<file path="src/rtl/sd_host_pkg.sv">
// Shared SD host definitions: command-issue FSM encoding, default register map,
// status bit positions, error codes and the captured-command record.
package sd_host_pkg;

    localparam logic [3:0] StIdle   = 4'd0;
    localparam logic [3:0] StRdCmd  = 4'd1;
    localparam logic [3:0] StWtCmd  = 4'd2;
    localparam logic [3:0] StBusyQ  = 4'd3;
    localparam logic [3:0] StRdDat  = 4'd4;
    localparam logic [3:0] StWtDat  = 4'd5;
    localparam logic [3:0] StSetArg = 4'd6;
    localparam logic [3:0] StWtArg  = 4'd7;
    localparam logic [3:0] StSend   = 4'd8;
    localparam logic [3:0] StWtSend = 4'd9;
    localparam logic [3:0] StEnd    = 4'd10;

    localparam logic [11:0] DefStatIdx = 12'h024;
    localparam logic [11:0] DefArgIdx  = 12'h008;
    localparam logic [11:0] DefCmdIdx  = 12'h00E;

    localparam int unsigned DefCmdInhbBit = 0;
    localparam int unsigned DefDatInhbBit = 1;

    localparam logic [5:0]  DefAbortIdx = 6'h0C;
    localparam logic [31:0] DefAbortArg = 32'h0000_01AA;

    localparam logic [1:0] ErrNone    = 2'b00;
    localparam logic [1:0] ErrCmdTout = 2'b01;
    localparam logic [1:0] ErrDatTout = 2'b10;

    typedef struct packed {
        logic [5:0]  cmd_index;
        logic [31:0] argument;
        logic [1:0]  command_type;
        logic        data_pres_select;
        logic        cmd_indx_chk_enb;
        logic        cmd_crc_chk_enb;
        logic [1:0]  resp_type_select;
        logic        with_busy;
        logic        abort;
    } sd_cmd_t;

    // Command register image with the index supplied separately (abort override).
    function automatic logic [31:0] sd_cmd_word(input sd_cmd_t c, input logic [5:0] idx);
        return {16'b0, 2'b0, idx, c.command_type, c.data_pres_select,
                c.cmd_indx_chk_enb, c.cmd_crc_chk_enb, 1'b0, c.resp_type_select};
    endfunction

endpackage

</file>
<file path="src/rtl/sd_wait_cntr.sv">
// Settle timer: loaded by a one-cycle strobe, tout marks the last of WAIT_CLKS cycles.
module sd_wait_cntr #(
    parameter int unsigned WAIT_CLKS = 5
) (
    input  logic clk,
    input  logic reset,
    input  logic strb,
    output logic tout
);

    localparam int unsigned CW = $clog2(WAIT_CLKS + 1);

    logic [CW-1:0] cnt_q, cnt_d;

    always_comb begin
        cnt_d = cnt_q;
        if (strb) begin
            cnt_d = CW'(WAIT_CLKS);
        end else if (cnt_q != '0) begin
            cnt_d = cnt_q - CW'(1);
        end
    end

    always_ff @(posedge clk or negedge reset) begin
        if (!reset) begin
            cnt_q <= '0;
        end else begin
            cnt_q <= cnt_d;
        end
    end

    assign tout = (cnt_q == CW'(1));

endmodule

</file>
<file path="src/rtl/issue_sd_cmd_gen.sv">
// Issues one SD command through the host-controller register port: polls the
// inhibit bits, writes Argument then Command, and reports success or timeout.
module issue_sd_cmd_gen
    import sd_host_pkg::*;
#(
    parameter int unsigned      IDX_W        = 12,
    parameter int unsigned      RD_W         = 128,
    parameter int unsigned      WAIT_CLKS    = 5,
    parameter int unsigned      MAX_POLLS    = 16,
    parameter logic [IDX_W-1:0] STAT_IDX     = IDX_W'(DefStatIdx),
    parameter logic [IDX_W-1:0] ARG_IDX      = IDX_W'(DefArgIdx),
    parameter logic [IDX_W-1:0] CMD_IDX      = IDX_W'(DefCmdIdx),
    parameter int unsigned      CMD_INHB_BIT = DefCmdInhbBit,
    parameter int unsigned      DAT_INHB_BIT = DefDatInhbBit,
    parameter logic [5:0]       ABORT_IDX    = DefAbortIdx,
    parameter logic [31:0]      ABORT_ARG    = DefAbortArg
) (
    input  logic             clk,
    input  logic             reset,
    input  logic             issue_sd_cmd_strb,
    input  logic [5:0]       cmd_index,
    input  logic [31:0]      argument,
    input  logic [1:0]       command_type,
    input  logic             data_pres_select,
    input  logic             cmd_indx_chk_enb,
    input  logic             cmd_crc_chk_enb,
    input  logic [1:0]       resp_type_select,
    input  logic             issue_cmd_with_busy,
    input  logic             issue_abort_cmd_flag,
    output logic [IDX_W-1:0] rd_reg_index,
    input  logic [RD_W-1:0]  rd_reg_input,
    output logic             wr_reg_strb,
    output logic [IDX_W-1:0] wr_reg_index,
    output logic [31:0]      wr_reg_output,
    output logic [2:0]       reg_attr,
    output logic             fin_a_cmd_strb,
    output logic             cmd_err,
    output logic [1:0]       err_code,
    output logic             iss_sd_cmd_proc
);

    localparam int unsigned PW = $clog2(MAX_POLLS + 1);

    logic [3:0]    state_q, state_d;
    logic [PW-1:0] poll_q, poll_d;
    logic [1:0]    err_q, err_d;
    sd_cmd_t       cmd_q, cmd_d;

    logic        wait_strb, wait_tout, poll_last, cmd_inhb, dat_inhb;
    logic [31:0] arg_word, cmd_word;
    logic        unused_rd_input;

    assign cmd_inhb        = rd_reg_input[CMD_INHB_BIT];
    assign dat_inhb        = rd_reg_input[DAT_INHB_BIT];
    assign unused_rd_input = ^rd_reg_input;
    assign poll_last       = (poll_q == PW'(MAX_POLLS));
    assign wait_strb       = state_q inside {StRdCmd, StRdDat, StSetArg, StSend};

    sd_wait_cntr #(
        .WAIT_CLKS(WAIT_CLKS)
    ) u_wait_cntr (
        .clk  (clk),
        .reset(reset),
        .strb (wait_strb),
        .tout (wait_tout)
    );

    always_comb begin
        state_d = state_q;
        poll_d  = poll_q;
        err_d   = err_q;
        cmd_d   = cmd_q;
        case (state_q)
            StIdle: begin
                if (issue_sd_cmd_strb) begin
                    cmd_d.cmd_index        = cmd_index;
                    cmd_d.argument         = argument;
                    cmd_d.command_type     = command_type;
                    cmd_d.data_pres_select = data_pres_select;
                    cmd_d.cmd_indx_chk_enb = cmd_indx_chk_enb;
                    cmd_d.cmd_crc_chk_enb  = cmd_crc_chk_enb;
                    cmd_d.resp_type_select = resp_type_select;
                    cmd_d.with_busy        = issue_cmd_with_busy;
                    cmd_d.abort            = issue_abort_cmd_flag;
                    poll_d  = '0;
                    err_d   = ErrNone;
                    state_d = StRdCmd;
                end
            end
            StRdCmd: begin
                poll_d  = poll_q + PW'(1);
                state_d = StWtCmd;
            end
            StWtCmd: begin
                if (wait_tout) begin
                    if (!cmd_inhb) begin
                        state_d = StBusyQ;
                    end else if (poll_last) begin
                        err_d   = ErrCmdTout;
                        state_d = StEnd;
                    end else begin
                        state_d = StRdCmd;
                    end
                end
            end
            StBusyQ: begin
                poll_d  = '0;
                state_d = (cmd_q.abort || !cmd_q.with_busy) ? StSetArg : StRdDat;
            end
            StRdDat: begin
                poll_d  = poll_q + PW'(1);
                state_d = StWtDat;
            end
            StWtDat: begin
                if (wait_tout) begin
                    if (!dat_inhb) begin
                        state_d = StSetArg;
                    end else if (poll_last) begin
                        err_d   = ErrDatTout;
                        state_d = StEnd;
                    end else begin
                        state_d = StRdDat;
                    end
                end
            end
            StSetArg: state_d = StWtArg;
            StWtArg:  if (wait_tout) state_d = StSend;
            StSend:   state_d = StWtSend;
            StWtSend: if (wait_tout) state_d = StEnd;
            StEnd:    state_d = StIdle;
            default:  state_d = StIdle;
        endcase
    end

    always_ff @(posedge clk or negedge reset) begin
        if (!reset) begin
            state_q <= StIdle;
            poll_q  <= '0;
            err_q   <= ErrNone;
            cmd_q   <= '0;
        end else begin
            state_q <= state_d;
            poll_q  <= poll_d;
            err_q   <= err_d;
            cmd_q   <= cmd_d;
        end
    end

    assign arg_word = cmd_q.abort ? ABORT_ARG : cmd_q.argument;
    assign cmd_word = sd_cmd_word(cmd_q, cmd_q.abort ? ABORT_IDX : cmd_q.cmd_index);

    always_comb begin
        rd_reg_index   = '0;
        wr_reg_strb    = 1'b0;
        wr_reg_index   = '0;
        wr_reg_output  = '0;
        fin_a_cmd_strb = 1'b0;
        cmd_err        = 1'b0;
        case (state_q)
            StRdCmd, StWtCmd, StRdDat, StWtDat: rd_reg_index = STAT_IDX;
            StSetArg, StWtArg: begin
                wr_reg_strb   = (state_q == StSetArg);
                wr_reg_index  = ARG_IDX;
                wr_reg_output = arg_word;
            end
            StSend, StWtSend: begin
                wr_reg_strb   = (state_q == StSend);
                wr_reg_index  = CMD_IDX;
                wr_reg_output = cmd_word;
            end
            StEnd: begin
                fin_a_cmd_strb = (err_q == ErrNone);
                cmd_err        = (err_q != ErrNone);
            end
            default: ;
        endcase
    end

    assign reg_attr        = 3'b000;
    assign err_code        = err_q;
    assign iss_sd_cmd_proc = (state_q != StIdle);

endmodule
</file>
<file path="config.mk">
export PLATFORM = sky130hd
export DESIGN_NAME = issue_sd_cmd_gen
export DESIGN_NICKNAME = d
export VERILOG_FILES = /design/src/rtl/sd_host_pkg.sv /design/src/rtl/sd_wait_cntr.sv /design/src/rtl/issue_sd_cmd_gen.sv
export SDC_FILE = /design/constraint.sdc
export NUM_CORES = 1
export LEC_CHECK = 0
export ABC_CLOCK_PERIOD_IN_PS = 1500
export CAP_MARGIN = 40
export CORE_ASPECT_RATIO = 0.5
export CORE_MARGIN = 3
export CORE_UTILIZATION = 31
export DETAILED_ROUTE_END_ITERATION = 12
export GPL_ROUTABILITY_DRIVEN = 0
export PLACE_DENSITY = 0.77
export REMOVE_ABC_BUFFERS = 1
export SETUP_SLACK_MARGIN = 0.02
export SYNTH_ARGS = -nofsm -noshare
export SYNTH_HDL_FRONTEND = slang
export SYNTH_SLANG_ARGS = --single-unit
</file>
<file path="constraint.sdc">
create_clock -name clk -period 1.5 [get_ports clk]
set_input_delay 0.15 -clock clk [delete_from_list [all_inputs] [get_ports clk]]
set_output_delay 0.15 -clock clk [all_outputs]
set_load 0.02 [all_outputs]
</file>
==> results of run 1 <==
[cell type report]
type | count | area share
Clock buffer | 13 | 0.0453
Inverter | 8 | 0.00697
Sequential cell | 61 | 0.266
Clock inverter | 3 | 0.00349
Timing Repair Buffer | 176 | 0.318
Multi-Input combinational cell | 215 | 0.331
Tap cell | 135 | 0.0294
[synth_stat cells (all sizes together) (2+ instances only)]
cell type	n	share of area
nand2	23	0.027
o21ai	20	0.030
o31ai	3	0.0069
xnor2	2	0.0053
nor3b	2	0.0061
nor3	4	0.0061
mux2i	2	0.0061
ha	5	0.019
a21oi	7	0.012
nor2b	5	0.0095
a31oi	2	0.0038
nand3	5	0.0091
and2	19	0.036
inv	8	0.0091
or3	3	0.0057
a22o	6	0.016
nand2b	3	0.0065
buf	38	0.083
nor2	20	0.030
dfrtp	61	0.46
mux2	48	0.16
[power by group]
| group | switching [uW] | total, uW | internal (uW) |
|---|---|---|---|
| combinational | 3600 | 7540 | 3940 |
| clock | 757 | 1960 | 1200 |
| sequential | 582 | 3040 | 2460 |
[state kept, by name, summed over array words and instances (netlist names)]
register	flops
cmd_q	47
poll_q	5
state_q	4
u_wait_cntr.cnt_q	3
err_code	2
[worst paths after layout]
path | depth (start not counted) | slack [ns] | start | to
max | 7 | -0.39 | state_q[2] | wr_reg_output[13]
min | 2 | 0.25 | reset | cmd_q[4]
max reg2reg | 9 | -0.31 | state_q[2] | poll_q[3]
min reg2reg | 1 | 0.50 | cmd_q[37] | cmd_q[37]
max in group asynchronous | 3 | 0.66 | reset | poll_q[2]
min in group clk | 2 | 0.43 | argument[2] | cmd_q[11]
[worst max-delay path, stage by stage, from the launching register on]
cell,delay (ns)
dfrtp_1,0.39
and2b_2,0.24
nand2_4,0.09
nor2_4,0.05
buf_4,0.14
buf_6,0.11
a22o_1,0.23
buf_6,0.14
[cells in the final DEF (no fill, tap or decap), types with 6 or more instances in the layout]
cell type / Yosys / layout
a22o_1: 6 / 6
clkdlybuf4s50_1: 0 / 50
buf_4: 25 / 49
and2_1: 19 / 14
nand2_4: 0 / 8
dfrtp_1: 61 / 60
nand2_1: 22 / 12
mux2_2: 27 / 23
nor2_1: 17 / 11
conb_1: 1 / 22
buf_6: 3 / 61
mux2_4: 0 / 25
o21ai_1: 10 / 8
o21ai_2: 0 / 6
clkbuf_16: 0 / 10
[kinds of logic (layout without fill, tap and decap cells)]
group / after synthesis / in the layout / share of synthesized area
xor+xnor: 3 / 3 / 0.00800
simple gates: 87 / 87 / 0.144
fa+ha+maj: 5 / 5 / 0.0190
mux: 50 / 50 / 0.171
flops: 61 / 61 / 0.465
compound gates: 48 / 48 / 0.0998
buf+inv: 47 / 200 / 0.0930
other cells: 1 / 22 / 0.00114
[timing repair]
item                                    CTS  global route
resized for setup                       296           106
setup buffers                            27            17
pin swaps                                 9            23
endpoints found under the setup margin  100           102
hold buffers                              1             0
hold endpoints to repair                 11             0
cloned                                    7             1
[per-layer routing]
layer | vias to the layer above | share of wire
met3 | 55 | 0.060
met1 | 1542 | 0.40
li1 | 1328 | -
met5 | - | 0
met2 | 131 | 0.50
met4 | 0 | 0.043
[per-stage QoR]
stage               setup WS, ns  cell area (um2)
global route              -0.426             5740
detailed placement        -0.485             4550
finish                    -0.388             5740
CTS                       -0.342             5430
floorplan                 -0.768             3090
global placement          -0.415             4550
==> metrics.md, run 1 <==
| Metric | Value |
|---|---|
| Status | `finished, violations left` |
| Violated checks | `negative setup slack` |
| CTS tree | `done` |
| RSZ-0062 raised after global routing | `yes` |
| Final WL | `12.6 mm` |
| Pwr Density | `2190 mW/mm2` |
| Critical Path AT | `1.74 ns` |
| Total Nets Final | `654` |
| Die Area | `0.0119 mm2` |
| Post-DRT Antenna Nets | `0` |
| # H-tree levels | `3` |
| Area of the multi-input gates | `roughly 0.0019 mm2` |
| Core Footprint | `0.00985 mm2` |
| Initial antenna violation count | `0` |
| Avg Cell Area, Syn | `10.9 um2` |
| DR vias | `3056` |
| Grt met3 use | `0.0599` |
| Req. time, crit path | `around 1.4 ns` |
| Max Slew Vio Count | `0` |
| Antenna Cells | `0` |
| Post-layout util | `0.583` |
| M1 GR Usage | `0.223` |
| Fmax | `0.530 GHz` |
| Post-DP HPWL | `6.37 mm` |
| Max clock buf depth | `2` |
| VDD IR max | `roughly 900 uV` |
| Leakage | `approximately 0.0027 uW` |
| Hold Crit Class | `input pin to async pin` |
| Final cell count without fillers | `611` |
| Synth Instances | `about 300` |
| Total gr overflow | `0` |
| Share of cells above drive strength 1 | `0.517` |
| Number of global-route vias before repair | `between 3000 and 4000` |
| Sequential Area | `about 0.0015 mm2` |
| Clock latency on the worst-skew pair | `0.34 ns` |
| Starting DRC count in detailed routing | `169` |
| Post-synthesis sequential area ratio | `0.465` |
| First-pass DRT Iterations | `4` |
| Detailed-route vias per instance | `5.00` |
| Final WS setup | `-0.388 ns` |
| M2 GR Usage | `0.318` |
| Layout area overhead | `74.9%` |
| Hold Slack | `roughly 0.25 ns` |
| Setup violations, final | `~100` |
| Count of cell types in the netlist | `48` |
| Max Cap Viol | `0` |
| Die width | `152 um` |
| Wire per inst | `20.7 um` |
| Tot Pwr | `12500 uW` |
| Critical path type | `flop to output pin` |
| CTS Sinks | `61` |
| Final worst path period share | `1.26` |
| Clock Root Buffer | `clkbuf_16` |
| Worst Setup End Kind | `output pin` |
| Post-synthesis sequential element count | `61` |
| Post-route minimum period | `1.89 ns` |
| Clk_skew | `0.00910 ns` |
| Global-route wire length before repair | `~17 mm` |
| Async SR Flop Fraction | `1.00` |
| Yosys warnings | `0` |
| Ys flop type | `dfrtp_1` |
| CP Launch Type | `flop` |
| Std cell rows | `25` |
| DRC Markers | `0` |
| GR peak layer | `met2` |
| PortBufs | `94` |
| EDFF count, synth | `0` |
| Placed Instances | `555` |
| Final Hold Viols | `0` |
| Mapped Area | `0.00328 mm2` |
| Layout fillers | `a little over 700` |
| GRT Util Overall | `0.188` |
| Crit Path Max Fanout | `4` |
| Final TNS setup | `-23.01 ns` |
| Total CTS buffers | `9` |
| Pin count of the biggest net entering global routing | `just over 50` |
| I/O pins | `roughly 240` |
| Starting density of the core | `0.333` |
| CTS clk-pin slew, worst paths | `0.06 ns` |
| Die Y | `78.8 um` |
No activity file was read; power rests on OpenSTA's default activity.
==> inputs of run 2 (changes only) <==
--- a/config.mk
+++ b/config.mk
@@ -5,14 +5,14 @@
 export SDC_FILE = /design/constraint.sdc
 export NUM_CORES = 1
 export LEC_CHECK = 0
-export ABC_CLOCK_PERIOD_IN_PS = 1500
+export ABC_CLOCK_PERIOD_IN_PS = 2200
 export CAP_MARGIN = 40
 export CORE_ASPECT_RATIO = 0.5
-export CORE_MARGIN = 3
-export CORE_UTILIZATION = 31
+export CORE_MARGIN = 2
+export CORE_UTILIZATION = 37
 export DETAILED_ROUTE_END_ITERATION = 12
 export GPL_ROUTABILITY_DRIVEN = 0
-export PLACE_DENSITY = 0.77
+export PLACE_DENSITY = 0.86
 export REMOVE_ABC_BUFFERS = 1
 export SETUP_SLACK_MARGIN = 0.02
 export SYNTH_ARGS = -nofsm -noshare
==> constraint.sdc (replaced) <==
create_clock -name clk -period 2.2 [get_ports clk]
set_input_delay 0.22 -clock clk [delete_from_list [all_inputs] [get_ports clk]]
set_output_delay 0.22 -clock clk [all_outputs]
set_load 0.02 [all_outputs]
==> run 2 against run 1 <==
Net effect: the run now ends clean; clock skew is 0.0065 ns lower; via count down 18%; highest routed layer unchanged; combinational power down 61%; utilization decreased by 6.2 points; critical path type unchanged; clock-buffer cell count unchanged; first-iteration DRC count decreased by 28%; die area fell by 19%; critical endpoint is now wr_reg_output[0]; cell area decreased by 21%.
==> metrics.md, run 2 (same netlist as run 1, synthesis figures left out) <==
| Metric | Value |
|---|---|
| Global-route wire length before repair | `12.6 mm (-27%)` |
| Starting density of the core | `0.378 (+0.0451)` |
| Sequential Area | `0.00153 mm2 (about the same)` |
| Layout area overhead | `37.6%` |
| Critical path type | `flop to output pin` |
| CTS clk-pin slew, worst paths | `0.05 ns (about the same)` |
| Pwr Density | `1360 mW/mm2 (-38%)` |
| Total Nets Final | `587 (-10%)` |
| PortBufs | `94 (unchanged)` |
| Final WL | `8.13 mm (-36%)` |
| Max clock buf depth | `2 (unchanged)` |
| Total gr overflow | `0 (unchanged)` |
| Starting DRC count in detailed routing | `122 (-28%)` |
| Antenna Cells | `0 (unchanged)` |
| Fmax | `0.483 GHz` |
| Pin count of the biggest net entering global routing | `28 (-45%)` |
| Final TNS setup | `0 ns (+23.01 ns)` |
| Regs by FF count | `cmd_q (47), poll_q (5), state_q (4)` |
| Clk_skew | `0.00255 ns (-0.00655 ns)` |
| Post-DP HPWL | `5.70 mm (-11%)` |
| CTS Sinks | `61 (unchanged)` |
| Top Family by Delay on Critical Path | `buffers and inverters` |
| Most frequent cells in the layout | `dfrtp_1, clkdlybuf4s50_1, dlygate4sd2_1` |
| Final Hold Viols | `0 (unchanged)` |
| Largest register by flop count | `cmd_q` |
| DRC Markers | `0 (unchanged)` |
| Max Cap Viol | `0 (unchanged)` |
| Crit path buf inv count | `4 (+1)` |
| Die width | `137 um (-9.5%)` |
| First-pass DRT Iterations | `4 (unchanged)` |
| Post-layout util | `0.521 (-0.0621)` |
| Detailed-route vias per instance | `4.80 (-4.1%)` |
| Clock latency on the worst-skew pair | `0.32 ns (-0.02 ns)` |
| Layout fillers | `734 (+4.0%)` |
| Most common cell after layout, fill and taps aside | `dfrtp_1` |
| Setup violations, final | `0 (-100%)` |
| VDD IR max | `544 uV (-39%)` |
| Crit path cell chain | `buf_4 > nand2_1 > inv_1 > buf_4 > a22o_1 > dlygate4sd2_1` |
| Clock Root Buffer | `clkbuf_16` |
| Die Y | `70.6 um (-10%)` |
| CP Launch Type | `flop` |
| Final WS setup | `0.128 ns (+0.516 ns)` |
| Critical path's largest stage delay | `0.37 ns (-0.02 ns)` |
| GRT Util Overall | `0.173 (-0.0151)` |
| Die Area | `0.00969 mm2 (-19%)` |
| I/O pins | `243 (unchanged)` |
| Placed Instances | `509 (-8.3%)` |
| Final worst path period share | `0.942` |
| Max Slew Vio Count | `0 (unchanged)` |
| Wire per inst | `15.5 um (-25%)` |
| RSZ-0062 raised after global routing | `no` |
| Total CTS buffers | `9 (unchanged)` |
| Post-DRT Antenna Nets | `0 (unchanged)` |
| Std cell rows | `24 (-4.0%)` |
| # H-tree levels | `3 (unchanged)` |
| Crit Path Max Fanout | `19 (+15)` |
| Critical Path AT | `1.85 ns (+0.11 ns)` |
| Req. time, crit path | `1.98 ns (+0.63 ns)` |
| Hold Crit Class | `input pin to async pin` |
| CP max-delay cell | `dlygate4sd2_1` |
| Post-CTS setup buffers | `0 (-100%)` |
| Hold Slack | `0.409 ns (+0.158 ns)` |
| Max reg flops | `47 (unchanged)` |
| CTS tree | `done` |
| Number of global-route vias before repair | `2507 (-20%)` |
| Post-route minimum period | `2.07 ns` |
| Area of the multi-input gates | `0.00153 mm2 (-19%)` |
| Initial antenna violation count | `0 (unchanged)` |
| Share of cells above drive strength 1 | `0.162 (-0.355)` |
| Status | `finished clean` |
| Core Footprint | `0.00868 mm2 (-12%)` |
| Final cell count without fillers | `525 (-14%)` |
| Worst Setup End Kind | `output pin` |
| DR vias | `2519 (-18%)` |
| Leakage | `0.00217 uW (-21%)` |
| Most common cell on crit path | `buf_4` |
| Setup WS pre-CTS | `0.213 ns (+0.698 ns)` |
run 2: cell count changes in the layout (fill, tap and decap cells not counted), sizes merged, moves of 2 or more:
cell / delta
buf: -107
dlygate4sd2: +33
clkdlybuf4s50: +3
dlymetal6s2s: +3
clkinvlp: -2
run 2: final timing paths:
path	startpoint	endpoint	slack (ns)	depth (start not counted)
worst max-delay path	state_q[3]	wr_reg_output[0]	0.13	6
worst min-delay path	reset	cmd_q[17]	0.41	2
worst max register to register	u_wait_cntr.cnt_q[1]	state_q[1]	0.38	7
worst min register to register	cmd_q[25]	cmd_q[25]	0.48	1
max in group asynchronous	reset	cmd_q[27]	1.09	3
min in group clk	cmd_q[25]	cmd_q[25]	0.48	1
run 2: final cells by class:
class | count | share of cell area
clock buffers | 13 | 0.0554
clock inverters | 2 | 0.00221
inverters | 8 | 0.00664
multi-input cells | 215 | 0.339
flip-flops and latches | 61 | 0.338
well taps | 117 | 0.0324
repair buffers | 109 | 0.226
run 2: what timing repair did:
item                                   in CTS  in global routing
gates cloned                                0                  0
setup endpoints to repair                  37                  5
resized for setup                          38                  6
hold buffers                                1                  0
endpoints found under the hold margin      20                  0
run 2: where the power goes:
| group | switching (uW) | internal, uW | total [uW] |
|---|---|---|---|
| Combinational | 1580 | 1330 | 2910 |
| Clock | 467 | 782 | 1250 |
| Sequential | 328 | 1670 | 2000 |
run 2: per-stage QoR:
stage | cell area (um2) | total power [uW]
2_1_floorplan | 3090 | 3840
3_3_place_gp | 4290 | 4930
3_5_place_dp | 4290 | 5060
4_1_cts | 4510 | 6200
5_1_grt | 4520 | 6540
6_report | 4520 | 6160
run 2: layer usage:
layer / global-route usage / wire length (um) / vias to the layer above
li1: - / - / 1194
met1: 0.186 / 3310 / 1227
met2: 0.311 / 4180 / 82
met3: 0.0545 / 431 / 16
met4: 0.0825 / 208 / 0
met5: 0 / 0 / -
==> variant: new RTL, settings of run 1 <==
Put a register stage on the output `cmd_err`, with the module's reset. The value now appears one clock later. The other outputs are not delayed to match.
--- a/src/rtl/issue_sd_cmd_gen.sv
+++ b/src/rtl/issue_sd_cmd_gen.sv
@@ -40,6 +40,8 @@
 );
 
     localparam int unsigned PW = $clog2(MAX_POLLS + 1);
+
+    logic cmd_err_d;
 
     logic [3:0]    state_q, state_d;
     logic [PW-1:0] poll_q, poll_d;
@@ -155,7 +157,7 @@
         wr_reg_index   = '0;
         wr_reg_output  = '0;
         fin_a_cmd_strb = 1'b0;
-        cmd_err        = 1'b0;
+        cmd_err_d      = 1'b0;
         case (state_q)
             StRdCmd, StWtCmd, StRdDat, StWtDat: rd_reg_index = STAT_IDX;
             StSetArg, StWtArg: begin
@@ -170,7 +172,7 @@
             end
             StEnd: begin
                 fin_a_cmd_strb = (err_q == ErrNone);
-                cmd_err        = (err_q != ErrNone);
+                cmd_err_d      = (err_q != ErrNone);
             end
             default: ;
         endcase
@@ -180,4 +182,12 @@
     assign err_code        = err_q;
     assign iss_sd_cmd_proc = (state_q != StIdle);
 
+    always_ff @(posedge clk or negedge reset) begin
+        if (!reset) begin
+            cmd_err <= '0;
+        end else begin
+            cmd_err <= cmd_err_d;
+        end
+    end
+
 endmodule
Function: no difference found for any inputs over 10 cycles, from zero or initial values and one cycle with reset low; that may be too few to reach the edited logic, so the function may still have changed.
==> variant against run 1 <==
The flow still finishes with violations (negative setup slack). Cell area decreased by 5.5%. Fmax increased by 3.9%. Non-clock buffer count decreased by 18. Setup slack improved by 0.071 ns. Total power decreased by 14%. Synthesized area increased by 1.6%. Cell count decreased by 2.9%. Wire length decreased by 28%. Sequential cell count increased by 1. Largest cell class unchanged.
==> variant: results (changes against run 1) <==
status complete, but fails checks (unchanged); failing checks negative setup slack (unchanged); Hold Path Class in -> async (unchanged); Net Sw Frac 35.3% (was 39.4%); biggest regs cmd_q x47, poll_q x5, state_q x4 (unchanged); initial antenna violation count 0 (unchanged); IO buf count 94 (unchanged); P_leak 0.00252 µW (was 0.00273 µW); Clock Latency Late Sink 0.33 ns; drt wl/cell 15.4 µm (was 20.7 µm); n_diodes 0 (unchanged); vias in the first global route 2,894 (was 3,131); Fillers 913 (was 706); Final Setup Violations 94 (was 99); NumNets Final 632 (was 654); Worst Path Max Fanout 5 (was 4); Yosys warning count 0 (unchanged); share of post-route cells with drive strength above 1 48.8% (was 51.7%); Critical Path AT 2.03 ns (was 1.74 ns); Worst VDD drop 0.000803 V (was 0.000897 V); Global Route Usage Sum 15.0% (was 18.8%); vias per std cell 4.64 (was 5.00); worst-case reg-to-reg path depth 6 (was 9); Synth cell types 50 (was 48); Final HPWL DP 5690 µm (was 6370 µm); largest net degree at the start of global routing 53 (was 51); clk buf depth 2 (unchanged); async set-reset flop share out of synthesis 100% (unchanged); CTS root buf clkbuf_16 (unchanged); CTS clk-pin slew, worst paths around 0.050 ns; Iter 0 DRT Violations 92 (was 169); Area after DPL 0.00460 mm² (was 0.00455 mm²); setup TNS -16.06 ns (was -23.01 ns); DRT Pass-1 Iters 4 (unchanged); top cells by count, synth dfrtp_1, mux2_2, buf_4, nand2_1, and2_1 (was dfrtp_1, mux2_2, buf_4, nand2_1, mux2_1); fin worst setup slack -0.317 ns (was -0.388 ns); cts bufs inserted 9 (unchanged); Worst Clk Skew 0.00516 ns (was 0.00910 ns); H-tree Lvls 3 (unchanged); first-pass GRT wire length 14,300 µm (was 17,300 µm); sequential-to-total area share from yosys stat 46.5% (about the same); dominant cells by area after synthesis dfrtp_1, mux2_2, buf_4 (was dfrtp_1, mux2_2, mux2_1)
## variant: cell count changes after synthesis, sizes merged, moves of 3 or more
cell,change
a22oi,+4
clkbuf,+4
nor2,-8
nor2b,-4
o21ai,-6
or3,-3
## variant: area by class of cell
cell class,instances,area share (%)
Multi-Input combinational cell,209,32.2
Clock buffer,14,4.86
Inverter,9,0.761
Timing Repair Buffer,158,30.2
Clock inverter,1,0.0922
Tap cell,140,3.23
Sequential cell,62,28.6
## variant: power by group through the flow
| stage | Combinational, µW | Sequential, µW | Clock, µW |
|---|---|---|---|
| 3_5_place_dp | 4700 | 2870 | 0 |
| 6_report | 6000 | 2920 | 1900 |
| 5_1_grt | 6450 | 3010 | 2030 |
| 2_1_floorplan | 2590 | 2910 | 0 |
| 4_1_cts | 5460 | 2890 | 1940 |
| 3_3_place_gp | 4620 | 2830 | 0 |
## variant: logic make-up after synthesis
family,count (synthesis),synth area share (%)
buffers and inverters,51,9.82
other,1,0.112
adders and majority gates,5,1.87
muxes,51,17.2
xor gates and xnor gates,4,1.05
and+or+nand+nor,76,12.4
DFF,62,46.5
AOI/OAI and AO/OA,51,11.1
## variant: critical path: stages (launching register included)
cell and delay [ns]:
dfrtp_2 0.45, buf_6 0.14, or3b_4 0.40, buf_6 0.13, a211oi_2 0.19, a21oi_2 0.08, mux2_4 0.30
## variant: what timing repair did
item | 4_1_cts | 5_1_grt
buffers inserted | 14 | 5
pin swaps | 19 | 20
endpoints found under the setup margin | 100 | 99
gates resized for setup | 274 | 53
hold endpoints to repair | 10 | 0
hold buffers | 1 | 0
gates cloned | 3 | 1
## variant: per-layer routing
layer	track usage, %	up-vias	part of all wire (%)
met5	0	-	0
met4	4.98	0	1.3
met3	5.41	10	5.7
met2	27.1	87	53
met1	16.7	1353	40
li1	-	1304	-
## variant: per-stage QoR
| step | util, % | setup WS (ns) | total power (µW) | cells |
|---|---|---|---|---|
| floorplan | - | -1.16 | 5500 | 280 |
| global placement | 44.4 | -0.416 | 7450 | 555 |
| detailed placement | 44.4 | -0.455 | 7570 | 555 |
| CTS | 50.1 | -0.312 | 10300 | 588 |
| global route | 52.5 | -0.350 | 11500 | 593 |
| finish | 52.5 | -0.317 | 10800 | 593 |
## variant: worst paths after layout
kind / from / to / slack, ns
worst max-delay path: state_q[2] / state_q[1] / -0.32
worst min-delay path: reset / poll_q[0] / 0.26
worst max register to register: state_q[2] / state_q[1] / -0.32
worst min register to register: cmd_q[26] / cmd_q[26] / 0.50
max in group asynchronous: reset / state_q[2] / 0.66
min in group clk: command_type[1] / cmd_q[8] / 0.43
